--- src/rtl/snitch_fpu_shared_arb.sv ---
// -----------------------------------------------------------------------------
// snitch_fpu_shared_arb
//
// Front-end that lets NumPorts requesters share a single FPU instance.
// Requests are arbitrated round-robin. The FPU-side tag is {port index, tag},
// and each port may have at most MaxOutstanding accepted ops that have not yet
// been returned. Every FPU response is routed back to the port named in its
// tag MSBs, either through a one-entry register per port (RegisterRsp=1) or
// combinationally (RegisterRsp=0). The payloads are opaque to this block.
//
// Handshake semantics (all interfaces): a transfer happens on a rising clock
// edge where valid && ready. Once valid is raised, it stays high and the
// payload stays stable until that transfer. Ready may depend on valid.
//
// Ports
//   clk_i, rst_ni        clock, asynchronous active-low reset
//   req_data_i/tag_i     per-port request payload and tag (flattened, port 0 in LSBs)
//   req_valid_i/ready_o  per-port request handshake
//   fpu_req_*            granted request toward the FPU, tag = {index, tag}
//   fpu_rsp_*            response from the FPU, tag = {index, tag}
//   rsp_data_o/tag_o     per-port response payload and original tag (flattened)
//   rsp_valid_o/ready_i  per-port response handshake
//   busy_o               some port has an op in flight or a response held
//   err_o                sticky: a response arrived with an index >= NumPorts
// -----------------------------------------------------------------------------
module snitch_fpu_shared_arb #(
   parameter int unsigned NumPorts       = 2,
   parameter int unsigned ReqWidth       = 213,
   parameter int unsigned RspWidth       = 69,
   parameter int unsigned TagWidth       = 7,
   parameter int unsigned MaxOutstanding = 4,
   parameter bit          RegisterRsp    = 1'b1,
   localparam int unsigned IdxW          = (NumPorts > 1) ? $clog2(NumPorts) : 1
) (
   input  logic                         clk_i,
   input  logic                         rst_ni,
   input  logic [NumPorts*ReqWidth-1:0] req_data_i,
   input  logic [NumPorts*TagWidth-1:0] req_tag_i,
   input  logic [NumPorts-1:0]          req_valid_i,
   output logic [NumPorts-1:0]          req_ready_o,
   output logic [ReqWidth-1:0]          fpu_req_data_o,
   output logic [TagWidth+IdxW-1:0]     fpu_req_tag_o,
   output logic                         fpu_req_valid_o,
   input  logic                         fpu_req_ready_i,
   input  logic [RspWidth-1:0]          fpu_rsp_data_i,
   input  logic [TagWidth+IdxW-1:0]     fpu_rsp_tag_i,
   input  logic                         fpu_rsp_valid_i,
   output logic                         fpu_rsp_ready_o,
   output logic [NumPorts*RspWidth-1:0] rsp_data_o,
   output logic [NumPorts*TagWidth-1:0] rsp_tag_o,
   output logic [NumPorts-1:0]          rsp_valid_o,
   input  logic [NumPorts-1:0]          rsp_ready_i,
   output logic                         busy_o,
   output logic                         err_o
);

   localparam int unsigned FpuTagW = TagWidth + IdxW;
   localparam int unsigned CntW    = $clog2(MaxOutstanding + 1);
   localparam logic [CntW-1:0] CntMax = CntW'(MaxOutstanding);

   // ---------------------------------------------------------------------------
   // Arbitration state
   // ---------------------------------------------------------------------------
   logic [IdxW-1:0]                rr_ptr_q;
   logic [IdxW-1:0]                rr_ptr_next;
   logic                           lock_q;
   logic [IdxW-1:0]                lock_idx_q;
   logic [NumPorts-1:0][CntW-1:0]  cnt_q;

   logic [NumPorts-1:0]            eligible;
   logic [NumPorts-1:0]            upper;
   logic [NumPorts-1:0]            search;
   logic [IdxW-1:0]                pick_idx;
   logic                           pick_valid;
   logic [IdxW-1:0]                gnt_idx;
   logic                           gnt_valid;
   logic                           sel_valid;
   logic [TagWidth-1:0]            sel_tag;
   logic                           req_accept;

   // A port may compete only while it has room for another in-flight op.
   always_comb begin
      eligible = '0;
      for (int p = 0; p < NumPorts; p++) begin
         eligible[p] = req_valid_i[p] && (cnt_q[p] < CntMax);
      end
   end

   // Round-robin pick: prefer eligible ports at or above the pointer; if none,
   // wrap around to the lowest eligible port.
   always_comb begin
      upper = '0;
      for (int p = 0; p < NumPorts; p++) begin
         upper[p] = eligible[p] && (IdxW'(p) >= rr_ptr_q);
      end
      search     = (|upper) ? upper : eligible;
      pick_idx   = '0;
      pick_valid = 1'b0;
      for (int p = NumPorts - 1; p >= 0; p--) begin
         if (search[p]) begin
            pick_idx   = IdxW'(p);
            pick_valid = 1'b1;
         end
      end
   end

   // A request that was offered but not taken keeps its grant so valid and
   // payload toward the FPU stay stable until the FPU accepts.
   assign gnt_idx = lock_q ? lock_idx_q : pick_idx;

   always_comb begin
      fpu_req_data_o = '0;
      sel_tag        = '0;
      sel_valid      = 1'b0;
      for (int p = 0; p < NumPorts; p++) begin
         if (gnt_idx == IdxW'(p)) begin
            fpu_req_data_o = req_data_i[p*ReqWidth +: ReqWidth];
            sel_tag        = req_tag_i[p*TagWidth +: TagWidth];
            sel_valid      = req_valid_i[p];
         end
      end
   end

   assign gnt_valid       = lock_q ? sel_valid : pick_valid;
   assign fpu_req_valid_o = gnt_valid;
   assign fpu_req_tag_o   = {gnt_idx, sel_tag};
   assign req_accept      = gnt_valid && fpu_req_ready_i;

   always_comb begin
      req_ready_o = '0;
      for (int p = 0; p < NumPorts; p++) begin
         req_ready_o[p] = gnt_valid && fpu_req_ready_i && (gnt_idx == IdxW'(p));
      end
   end

   assign rr_ptr_next = (32'(gnt_idx) == NumPorts - 1) ? '0 : gnt_idx + IdxW'(1);

   always_ff @(posedge clk_i or negedge rst_ni) begin
      if (!rst_ni) begin
         rr_ptr_q   <= '0;
         lock_q     <= 1'b0;
         lock_idx_q <= '0;
      end else begin
         lock_q     <= gnt_valid && !fpu_req_ready_i;
         lock_idx_q <= gnt_idx;
         if (req_accept) begin
            rr_ptr_q <= rr_ptr_next;
         end
      end
   end

   // ---------------------------------------------------------------------------
   // Response demultiplexing
   // ---------------------------------------------------------------------------
   logic [IdxW-1:0]      rsp_idx;
   logic                 rsp_idx_ok;
   logic [TagWidth-1:0]  rsp_tag_strip;
   logic [NumPorts-1:0]  rsp_hit;
   logic [NumPorts-1:0]  stage_ready;
   logic [NumPorts-1:0]  rsp_fire;
   logic                 err_q;

   assign rsp_idx       = fpu_rsp_tag_i[FpuTagW-1 -: IdxW];
   assign rsp_tag_strip = fpu_rsp_tag_i[TagWidth-1:0];
   assign rsp_idx_ok    = (32'(rsp_idx) < NumPorts);

   always_comb begin
      rsp_hit = '0;
      for (int p = 0; p < NumPorts; p++) begin
         rsp_hit[p] = fpu_rsp_valid_i && (rsp_idx == IdxW'(p));
      end
   end

   // An index that names no port matches nothing, so ready stays 1 and the
   // response is swallowed instead of stalling the FPU forever.
   always_comb begin
      fpu_rsp_ready_o = 1'b1;
      for (int p = 0; p < NumPorts; p++) begin
         if (rsp_idx == IdxW'(p)) begin
            fpu_rsp_ready_o = stage_ready[p];
         end
      end
   end

   if (RegisterRsp) begin : g_rsp_reg
      logic [NumPorts-1:0]               valid_q;
      logic [NumPorts-1:0][RspWidth-1:0] data_q;
      logic [NumPorts-1:0][TagWidth-1:0] tag_q;

      // The stage takes a new entry when empty or when its current entry
      // leaves in the same cycle, so a draining port sustains full rate.
      assign stage_ready = ~valid_q | rsp_ready_i;

      always_ff @(posedge clk_i or negedge rst_ni) begin
         if (!rst_ni) begin
            valid_q <= '0;
            data_q  <= '0;
            tag_q   <= '0;
         end else begin
            for (int p = 0; p < NumPorts; p++) begin
               if (rsp_hit[p] && stage_ready[p]) begin
                  valid_q[p] <= 1'b1;
                  data_q[p]  <= fpu_rsp_data_i;
                  tag_q[p]   <= rsp_tag_strip;
               end else if (rsp_ready_i[p]) begin
                  valid_q[p] <= 1'b0;
               end
            end
         end
      end

      assign rsp_valid_o = valid_q;
      assign rsp_data_o  = data_q;
      assign rsp_tag_o   = tag_q;
   end else begin : g_rsp_comb
      assign stage_ready = rsp_ready_i;
      assign rsp_valid_o = rsp_hit;
      assign rsp_data_o  = {NumPorts{fpu_rsp_data_i}};
      assign rsp_tag_o   = {NumPorts{rsp_tag_strip}};
   end

   assign rsp_fire = rsp_valid_o & rsp_ready_i;

   always_ff @(posedge clk_i or negedge rst_ni) begin
      if (!rst_ni) begin
         err_q <= 1'b0;
      end else if (fpu_rsp_valid_i && !rsp_idx_ok) begin
         err_q <= 1'b1;
      end
   end

   assign err_o = err_q;

   // ---------------------------------------------------------------------------
   // Per-port in-flight counters. A count covers an op from FPU acceptance
   // until its response leaves the port, including time spent held in the
   // response stage. The zero guard keeps a stray response from wrapping it.
   // ---------------------------------------------------------------------------
   always_ff @(posedge clk_i or negedge rst_ni) begin
      if (!rst_ni) begin
         cnt_q <= '0;
      end else begin
         for (int p = 0; p < NumPorts; p++) begin
            if (req_ready_o[p] && !(rsp_fire[p] && (cnt_q[p] != '0))) begin
               cnt_q[p] <= cnt_q[p] + CntW'(1);
            end else if (!req_ready_o[p] && rsp_fire[p] && (cnt_q[p] != '0)) begin
               cnt_q[p] <= cnt_q[p] - CntW'(1);
            end
         end
      end
   end

   assign busy_o = |cnt_q;

endmodule

--- config.mk ---
export PLATFORM = sky130hd
export DESIGN_NAME = snitch_fpu_shared_arb
export DESIGN_NICKNAME = d
export VERILOG_FILES = /design/src/rtl/snitch_fpu_shared_arb.sv
export SDC_FILE = /design/constraint.sdc
export NUM_CORES = 1
export LEC_CHECK = 0
export ABC_AREA = 1
export BUFFER_PORTS_ARGS = -buffer_cell sky130_fd_sc_hd__buf_2
export CORE_AREA = 10 10 345 347
export CTS_BUF_LIST = sky130_fd_sc_hd__clkbuf_4
export CTS_CLUSTER_SIZE = 8
export DETAILED_ROUTE_END_ITERATION = 7
export DIE_AREA = 0 0 355 357
export HOLD_SLACK_MARGIN = 0.06
export PLACE_DENSITY = 0.3
export SLEW_MARGIN = 20
export SYNTH_ARGS = -nofsm -noshare
export SYNTH_HDL_FRONTEND = slang
export SYNTH_SLANG_ARGS = --single-unit
--- constraint.sdc ---
create_clock -name clk_i -period 3.7 [get_ports clk_i]
set_input_delay 0.555 -clock clk_i [delete_from_list [all_inputs] [get_ports clk_i]]
set_output_delay 0.555 -clock clk_i [all_outputs]
set_load 0.01 [all_outputs]
==> load_flow_metrics.sql <==
INSERT INTO impl_metrics (metric_group, metric, value, unit) VALUES
('status', 'status', 'complete, no violations', ''),
('grt', 'grt.overflow.total', '0', ''),
('grt', 'antenna_found_initial', '59', ''),
('place', 'gp_congestion', '0.888', ''),
('grt', 'grt_pass1_vias', '12800', ''),
('power_and_ir_drop', 'comb_power_share', '63.2', '%'),
('grt', 'groute.usage.overall', '12.6', '%'),
('critical_path', 'startpoint_of_the_most_critical_register_to_register_path', 'lock_q', ''),
('critical_path', 'worst_setup_path_end_kind', 'primary output', ''),
('power_and_ir_drop', 'power_report.internal_total', '0.00453', 'W'),
('min_path', 'hold-path-cell-count', '3', ''),
('cts', 'worst_skew_pair.late_latency', '0.71', 'ns'),
('power_and_ir_drop', 'powerDensity', '575', 'nW/um^2'),
('synthesis', 'syn-cell-area', '9010', 'um^2'),
('timing', 'tightestPinTransition', '0.704', 'ns'),
('min_path', 'worstHoldPathType', 'in -> reg', ''),
('layout', 'fillCellCount', '13300', ''),
('synthesis', 'syn-num-nets', '1905', ''),
('timing', 'setup_repair_after_global_routing_missed_its_margin', 'no', ''),
('detailed_routing', 'iteration_0_drc_count_of_the_detailed_router', '822', ''),
('floorplan', 'boundaryPins', '906', ''),
('place', 'place.port_buffers', '904', ''),
('critical_path', 'worst_setup_path_startpoint', 'cnt_q[5]', ''),
('power_and_ir_drop', 'power.switching_fraction', '52.1', '%'),
('critical_path', 'timing.critical_path.cells', 'inv_1 > nand2_2 > nand2_1 > nand2_2 > nor2_4 > buf_12 > buf_4 > nand2_1 > nand2_1 > buf_2', ''),
('layout', 'final_core_utilization', '14.7', '%'),
('synthesis', 'cell_taking_the_most_area_after_synthesis', 'sky130_fd_sc_hd__dfrtp_1', ''),
('floorplan', 'core_area', '112000', 'um^2'),
('layout', 'layout.nets', '2848', ''),
('timing', 'setup_violations', '0', ''),
('power_and_ir_drop', 'p_switching', '0.00493', 'W'),
('critical_path', 'worst_ep_required_time', '3.14', 'ns'),
('floorplan', 'floorplan.die.height', '357', 'um'),
('timing', 'report.final.slew_viol_count', '0', ''),
('run', 'max_cap_viol_count', '0', ''),
('synthesis', 'synth.lib_cells_used.distinct', '22', ''),
('critical_path', 'cp_common_cell', 'sky130_fd_sc_hd__nand2_1', ''),
('detailed_routing', 'postRouteWirelength', '84.7', 'mm'),
('grt', 'grt_pass1_wl', '111', 'mm'),
('critical_path', 'criticalPathCategory', 'reg -> out', ''),
('min_path', 'hold_path_end', 'rsp_data_o[84]', ''),
('cts', 'clockRootBuffer', 'sky130_fd_sc_hd__clkbuf_4', ''),
('grt', 'grt_max_degree', '94', ''),
('timing', 'hold_viol_final', '0', ''),
('cts', 'cts.path.max_buffers', '2', ''),
('critical_path', 'r2r_setup_slack', '1.16', 'ns'),
('synthesis', 'synthesis.yosys.warnings', '0', ''),
('cts', 'clock_tree_from_tritoncts', 'built', ''),
('layout', 'synthToLayoutAreaGrowth', '82.5', '%'),
('synthesis', 'synth.top_cell.area_share', '45.3', '%'),
('detailed_routing', 'drtAntennaViolNets', '0', ''),
('power_and_ir_drop', 'p_leak', '9.55', 'nW'),
('synthesis', 'synth-seq-cells', '163', ''),
('floorplan', 'dieWidth', '355', 'um'),
('timing', 'timing.fmax', '291', 'MHz'),
('synthesis', 'most_frequent_cell_after_synthesis', 'sky130_fd_sc_hd__nand2_1', ''),
('floorplan', 'rows', '123', ''),
('power_and_ir_drop', 'portion_of_total_power_attributed_to_the_clock_network', '12.7', '%'),
('synthesis', 'number_of_flops_mapped_to_enable_cells_by_yosys', '0', ''),
('critical_path', 'startpoint_type_of_the_worst_setup_path', 'flip-flop', ''),
('critical_path', 'r2r_end', 'cnt_q[2]', ''),
('cts', 'htree_num_levels', '4', ''),
('place', 'dpl_cell_area', '15300', 'um^2'),
('synthesis', 'synth_flop_cell', 'sky130_fd_sc_hd__dfrtp_1', ''),
('detailed_routing', 'detail_route.wl_per_cell', '22.0', 'um'),
('critical_path', 'timing.reg2reg.worst_path_depth', '14', ''),
('timing', 'skew', '0.0223', 'ns'),
('min_path', 'hold_start', 'fpu_rsp_data_i[15]', ''),
('cts', 'post-cts-setup-buffer-count', '0', ''),
('detailed_routing', 'drc', '0', ''),
('synthesis', 'share_of_synthesized_area_occupied_by_flip_flops_and_latches', '45.3', '%');
cell usage in the layout (no fill, tap or decap), types with 6 or more instances in the layout:
cell type and n:
sky130_fd_sc_hd__inv_6 6, sky130_fd_sc_hd__dfrtp_1 163, sky130_fd_sc_hd__buf_12 7, sky130_fd_sc_hd__diode_2 12, sky130_fd_sc_hd__buf_2 903, sky130_fd_sc_hd__inv_1 95, sky130_fd_sc_hd__nand2_1 853, sky130_fd_sc_hd__o21ai_0 153
sky130_fd_sc_hd__dlygate4sd3_1 77, sky130_fd_sc_hd__nor2_1 6, sky130_fd_sc_hd__buf_4 18, sky130_fd_sc_hd__clkbuf_4 17
cell type report:
cell class	instances	area, um^2	share of cell area, %
clock buffers	17	128	0.776
repair buffers	1006	5580	33.9
inverters	97	364	2.21
flip-flops and latches	163	4080	24.8
well taps	1500	1880	11.4
diodes	12	30.0	0.183
multi-input cells	1036	4220	25.7
clock inverters	15	169	1.03
layer usage:
| layer | wire [um] | GRT usage, % | vias up |
|---|---|---|---|
| li1 | - | - | 6071 |
| met1 | 30500 | 13.1 | 5535 |
| met4 | 1390 | 2.31 | 34 |
| met5 | 215 | 0 | - |
| met3 | 9790 | 6.30 | 105 |
| met2 | 42800 | 22.9 | 608 |
kinds of logic (layout without fill, tap and decap cells):
logic type               count (synthesis)  after routing  share of synthesized area, %
AO/OA/AOI/OAI                          161            161                          9.25
adder cells (fa/ha/maj)                  2              2                         0.444
XOR/XNOR                                 1              1                        0.0972
other                                    1             13                        0.0416
AND/OR/NAND/NOR                        871            871                          36.6
buffers and inverters                  179           1135                          8.33
flip-flops                             163            163                          45.3
registers in the layout (all words and copies together) (netlist names):
name and flops:
rr_ptr_q 1, lock_q 1, cnt_q 6, rsp_data_o 138
rsp_valid_o 2, lock_idx_q 1, rsp_tag_o 14
worst reg2reg max path: cells and delay by family (launching register included):
kind / cells / cell delay [ns]
compound gates: 3 / 0.49
simple gates: 6 / 0.79
flops: 1 / 0.41
fa+ha+maj: 1 / 0.38
buf+inv: 4 / 0.39
stage by stage:
stage          instances  hold slack [ns]  total power, W  worst slack, ns
5_1_grt             3837            0.143          0.0103           0.0571
3_5_place_dp        3725            0.468         0.00843            0.873
6_report            3846            0.194         0.00946            0.261
2_1_floorplan       1378            0.259         0.00515             1.62
3_3_place_gp        3725            0.466         0.00847            0.886
4_1_cts             3834           0.0861         0.00977            0.165
power groups by stage:
| stage | Sequential (W) | Clock [W] | Combinational, W |
|---|---|---|---|
| 5_1_grt | 0.00233 | 0.00134 | 0.00660 |
| 3_3_place_gp | 0.00232 | 0 | 0.00614 |
| 2_1_floorplan | 0.00243 | 0 | 0.00273 |
| 3_5_place_dp | 0.00231 | 0 | 0.00611 |
| 6_report | 0.00228 | 0.00120 | 0.00598 |
| 4_1_cts | 0.00229 | 0.00129 | 0.00620 |
how the worst max path moves through the flow:
| stage | cells past startpoint | end |
|---|---|---|
| after floorplan | 14 | cnt_q[2] |
| final | 10 | fpu_req_data_o[124] |
| after detailed placement | 15 | cnt_q[2] |
| after CTS | 10 | fpu_req_data_o[124] |
| after global routing | 10 | fpu_req_data_o[124] |
| after global placement | 10 | fpu_req_data_o[124] |
timing repair:
| item | CTS | global route |
|---|---|---|
| endpoints found under the hold margin | 194 | 0 |
| gates resized for setup | 0 | 0 |
| hold buffers | 77 | 0 |
Note: power is estimated with default switching activity, not from simulation.
